===== src/rtl/mips_cpu_writeback_queue.sv =====
// rtl/mips_cpu_writeback_queue.sv - register-file write port merging primary results with a FIFO of secondary results
// Optional feature macro: WRITEBACK_BYPASS_EN (youngest-match forwarding data on fwd_data).
module mips_cpu_writeback_queue #(
  parameter int DEPTH        = 4,
  parameter int STARVE_LIMIT = 8
) (
  input  logic        clk,
  input  logic        reset,
  input  logic        pri_valid,
  input  logic [4:0]  pri_reg,
  input  logic [31:0] pri_data,
  output logic        pri_stall,
  input  logic        sec_valid,
  output logic        sec_ready,
  input  logic [4:0]  sec_reg,
  input  logic [31:0] sec_data,
  input  logic [4:0]  query_reg,
  output logic        pending_hit,
  output logic [31:0] fwd_data,
  output logic        write_enable,
  output logic [4:0]  write_reg,
  output logic [31:0] write_data
);

  localparam int AW = $clog2(DEPTH);
  localparam int SW = $clog2(STARVE_LIMIT + 1);

  typedef enum logic [1:0] {ARB_IDLE, ARB_FORCE, ARB_PRI, ARB_POP} arb_t;

  logic [4:0]       q_reg  [DEPTH];
  logic [31:0]      q_data [DEPTH];
  logic [DEPTH-1:0] q_vld;
  logic [AW-1:0]    rd_ptr, wr_ptr;
  logic [AW:0]      count;
  logic [SW-1:0]    starve;

  arb_t        arb;
  logic        push, pop;
  logic        issue_en;
  logic [4:0]  issue_reg;
  logic [31:0] issue_data;

  // Arbitration: a starved FIFO beats the primary, which beats an ordinary pop.
  always_comb begin
    sec_ready  = reset && (count != (AW+1)'(DEPTH));
    push       = sec_valid && sec_ready && (sec_reg != 5'd0);
    arb        = ARB_IDLE;
    if (reset && (starve == SW'(STARVE_LIMIT)))
      arb = ARB_FORCE;
    else if (pri_valid && (pri_reg != 5'd0))
      arb = ARB_PRI;
    else if (count != '0)
      arb = ARB_POP;
    pop        = (arb == ARB_FORCE) || (arb == ARB_POP);
    pri_stall  = (arb == ARB_FORCE);
    issue_en   = 1'b0;
    issue_reg  = 5'd0;
    issue_data = 32'd0;
    if (arb == ARB_PRI) begin
      issue_en   = 1'b1;
      issue_reg  = pri_reg;
      issue_data = pri_data;
    end else if (pop && q_vld[rd_ptr]) begin
      issue_en   = 1'b1;
      issue_reg  = q_reg[rd_ptr];
      issue_data = q_data[rd_ptr];
    end
  end

  // Walk oldest to youngest so a younger match overrides an older one.
  always_comb begin
    logic [AW-1:0] idx;
    pending_hit = 1'b0;
    fwd_data    = 32'd0;
    idx         = rd_ptr;
    for (int i = 0; i < DEPTH; i++) begin
      idx = rd_ptr + AW'(i);
      if (q_vld[idx] && (q_reg[idx] == query_reg) && (query_reg != 5'd0)) begin
        pending_hit = 1'b1;
`ifdef WRITEBACK_BYPASS_EN
        fwd_data    = q_data[idx];
`endif
      end
    end
  end

  always_ff @(posedge clk) begin
    if (!reset) begin
      rd_ptr       <= '0;
      wr_ptr       <= '0;
      count        <= '0;
      starve       <= '0;
      q_vld        <= '0;
      write_enable <= 1'b0;
      write_reg    <= 5'd0;
      write_data   <= 32'd0;
    end else begin
      write_enable <= issue_en;
      write_reg    <= issue_reg;
      write_data   <= issue_data;
      // Killed entries keep their slot; they are skipped silently when popped.
      if (arb == ARB_PRI) begin
        for (int i = 0; i < DEPTH; i++)
          if (q_vld[i] && (q_reg[i] == pri_reg))
            q_vld[i] <= 1'b0;
      end
      if (pop) begin
        q_vld[rd_ptr] <= 1'b0;
        rd_ptr        <= rd_ptr + AW'(1);
      end
      if (push) begin
        q_vld[wr_ptr] <= 1'b1;
        wr_ptr        <= wr_ptr + AW'(1);
      end
      count <= count + (AW+1)'(push) - (AW+1)'(pop);
      if (pop || (count == '0))
        starve <= '0;
      else if (starve != SW'(STARVE_LIMIT))
        starve <= starve + SW'(1);
    end
  end

  always_ff @(posedge clk) begin
    if (push) begin
      q_reg[wr_ptr]  <= sec_reg;
      q_data[wr_ptr] <= sec_data;
    end
  end

endmodule


===== config.mk =====
export PLATFORM = sky130hd
export DESIGN_NAME = mips_cpu_writeback_queue
export DESIGN_NICKNAME = d
export VERILOG_FILES = /design/src/rtl/mips_cpu_writeback_queue.sv
export SDC_FILE = /design/constraint.sdc
export NUM_CORES = 1
export LEC_CHECK = 0
export CAP_MARGIN = 20
export CORE_MARGIN = 3
export CORE_UTILIZATION = 40
export DETAILED_ROUTE_END_ITERATION = 6
export PLACE_DENSITY_LB_ADDON = 0.1
export SKIP_LAST_GASP = 1
export SLEW_MARGIN = 20
export SYNTH_ARGS = -nofsm -noshare
export SYNTH_HDL_FRONTEND = slang
export SYNTH_SLANG_ARGS = --single-unit

===== constraint.sdc =====
create_clock -name clk -period 3.1 [get_ports clk]
set_input_delay 0.465 -clock clk [delete_from_list [all_inputs] [get_ports clk]]
set_output_delay 0.465 -clock clk [all_outputs]
set_load 0.02 [all_outputs]

==> key figures <==
Worst setup path
  – Crit end category: output port
  – Worst Setup Start Kind: flip-flop
  – Critical R2R Capture: count[2]$_SDFF_PN0_
  – Max FO, Critical Path: 3
  – R2R Setup Slk: roughly 0.47 ns
  – Worst R2R Start: count[1]$_SDFF_PN0_
  – WS Path Type: reg -> out
  – WP data required: between 2 and 3 ns
  – Arrival time at the worst endpoint: 2.56 ns
  – Reg2Reg Depth: 13

Place
  – PortBufs: between 100 and 150
  – Routability cong.: around 0.82
  – Placed cell count: ~930
  – Hpwl dp: 13700 um

Synth
  – Area share of the largest cell type after synthesis: 0.517
  – Synth unique cells: 48
  – Seq/Total Area, Yosys: 0.645
  – Synth Area per Inst: between 15 and 20 um^2
  – Mapped Cells: approximately 530
  – Synth warnings: 0
  – Yosys top cell by area: edfxtp_1
  – Post-synthesis cell area: ~8600 um^2
  – Flops & latches, synth: 203
  – Leading cell types by total area after synthesis: edfxtp_1 52%, dfxtp_1 13%, mux4_2 10%

Power and ir drop
  – Switching pwr: roughly 2.0 mW
  – Reg power frac: 0.435
  – Gate power share: 0.233
  – Sw Share: 0.268
  – Clock power frac: 0.332
  – P_int: 5.33 mW
  – P_leak: ~3.8 nW
  – Worst IR Drop VDD: roughly 0.4 mV
  – Power per standard cell area: 667 nW/um^2

Cells and area
  – Nets: between 700 and 800
  – Layout area overhead: 27.2%
  – Final cell count without fillers: around 1000
  – Max reg flops: approximately 130
  – Register area: around 5500 um^2
  – N_diodes: 0
  – Share of layout cells above drive strength 1: 0.184
  – Multi-input gate area: approximately 2700 um^2
  – Filler Cell Count: between 1500 and 2000

Timing
  – Fmax: around 330 MHz
  – Final setup viols: 0
  – Final period util: 0.976
  – RSZ-0062 raised after global routing: true
  – Final Hold Fails: 0
  – Skew final: slightly above 0.009 ns
  – Setup TNS: 0 ns
  – Max Slew Vio Count: 0
  – Fin crit period: just over 3 ns

Global routing
  – Total track usage: 0.167
  – Vias in the first global route: 5451
  – Initial antenna violation count: 2
  – First-pass GRT wire length: 30600 um
  – GRT overflow: 0
  – Pin count of the biggest net entering global routing: 27

Worst hold path
  – Hold worst-path end: starve[1]$_SDFFE_PP0P_
  – Worst Hold Class: reg -> reg
  – Worst Hold Depth: 2
  – Hold Crit Start: starve[1]$_SDFFE_PP0P_

Clock network
  – CTS tree: yes
  – CTS H-tree lvls: 1
  – Clk Latency, worst-skew pair: approximately 0.51 ns
  – Clk pin slew, worst setup/hold paths: 0.06 ns
  – Num CTS Buffers: 23
  – Clock sink count: just over 200
  – Clock tree root buffer cell: clkbuf_16
  – Clock buffer depth: 3

Job
  – Max Cap Viol: 0

Drt
  – Via count: a little under 5000
  – Antenna viol nets, final: 0
  – DR iter-0 viols: between 200 and 250
  – # DRC: 0
  – DRT Pass-1 Iters: 4
  – WL/cell: between 15 and 20 um
  – Post-Route WL: between 15000 and 20000 um
  – Via/cell ratio: 5.09

Floorplan
  – Die ar.: around 23000 um^2
  – Total I/O pin count: ~160
  – Die width: around 150 um
  – Core area: 20700 um^2
  – Row cnt: 52
  – Starting Density: 0.415
  – Die Span Y: around 150 um

Status
  – Status: finished clean
-- cell families (layout without fill, tap and decap cells) --
| family | count (synthesis) | in the layout | share of synthesized area |
|---|---|---|---|
| other | 1 | 32 | 0.000436 |
| multiplexers | 56 | 56 | 0.123 |
| XOR/XNOR | 53 | 53 | 0.0540 |
| flip-flops | 203 | 203 | 0.645 |
| AO/OA/AOI/OAI | 70 | 70 | 0.0649 |
| AND/OR/NAND/NOR | 61 | 61 | 0.0393 |
| adder cells (fa/ha/maj) | 13 | 13 | 0.0198 |
| buffers and inverters | 74 | 218 | 0.0530 |
-- worst max path at each step --
stage | slack (ns) | start | endpoint | depth (start not counted)
floorplan | 0.11 | rd_ptr[0]$_SDFFE_PN0N_ | pending_hit | 10
global placement | -0.14 | pri_reg[2] | count[2]$_SDFF_PN0_ | 12
detailed placement | -0.14 | pri_reg[2] | count[2]$_SDFF_PN0_ | 12
CTS | 0.02 | flip-flop | pending_hit | 8
global route | -0.05 | flip-flop | pending_hit | 8
finish | 0.08 | flip-flop | pending_hit | 8
-- power groups by stage --
stage               combinational (mW)  sequential, mW  clock [mW]
floorplan                         1.11            3.25           0
global placement                  1.72            3.22           0
detailed placement                1.72            3.23           0
CTS                               1.73            3.18        2.50
global route                      1.85            3.19        2.62
finish                            1.70            3.17        2.42
-- critical path, stage by stage, from the launching register on --
cell and delay, ns:
dfxtp_2 0.35, buf_12 0.11, mux4_2 0.54, xor2_1 0.19
nor4_1 0.28, and3_1 0.21, a311oi_2 0.05, a21oi_1 0.16
buf_4 0.16
-- final cells by class --
cell class              instances  area share
clock inverters                16     0.00869
repair buffers                166       0.146
multi-input cells             285       0.250
clock buffers                  26      0.0537
inverters                      10     0.00343
well taps                     270      0.0309
flip-flops and latches        203       0.507
-- cells in the mapped netlist (all sizes together) --
cell,number
nand3,6
a32oi,2
or4,2
a211oi,1
nor2,6
a22o,36
nor2b,3
xnor2,27
clkbuf,19
nor3,4
a31o,1
or2,1
o221ai,1
and3,3
xor2,26
nand3b,1
and4,1
a311oi,1
nand2b,4
o21ai,2
mux2i,16
and2,12
and3b,1
nor4,2
nand4,3
o22ai,1
mux4,40
fa,1
o41ai,4
a21oi,12
a21boi,1
conb,1
edfxtp,148
a22oi,1
ha,12
o21a,6
a2111oi,1
dfxtp,55
inv,10
nand2,12
buf,45
-- placed cells by master, fill, tap and decap left out, types with 16 or more instances in the layout --
master	netlist	final
edfxtp_1	148	148
clkdlybuf4s50_1	0	122
dfxtp_1	55	53
mux4_2	40	40
buf_4	33	40
a22o_1	36	36
conb_1	1	32
xnor2_1	27	27
xor2_1	26	26
clkbuf_16	0	23
mux2i_1	16	16
-- metrics by stage --
stage               worst slack [ns]  hold WS [ns]  total power, mW  instance area, um^2   util
finish                        0.0757         0.511             7.29                10900  0.529
global route                 -0.0515         0.525             7.66                10900  0.529
CTS                           0.0188         0.504             7.40                10900  0.528
detailed placement            -0.144         0.496             4.95                10200  0.495
global placement              -0.141         0.474             4.94                10200  0.495
floorplan                      0.107         0.462             4.36                 8710      -
-- layer usage --
metal / track usage / vias up / part of all wire
met5: 0 / - / 0.0012
met4: 0.0505 / 4 / 0.024
met3: 0.0355 / 40 / 0.053
met2: 0.287 / 149 / 0.51
met1: 0.213 / 2492 / 0.42
li1: - / 2283 / -
-- what timing repair did --
action | in CTS | in global routing
gates resized for setup | 4 | 3
endpoints found under the setup margin | 1 | 1
hold buffers | 0 | 0
setup buffers | 0 | 1
pin swaps | 0 | 0
gates cloned | 0 | 0
Power figures use the tool's default switching activity.
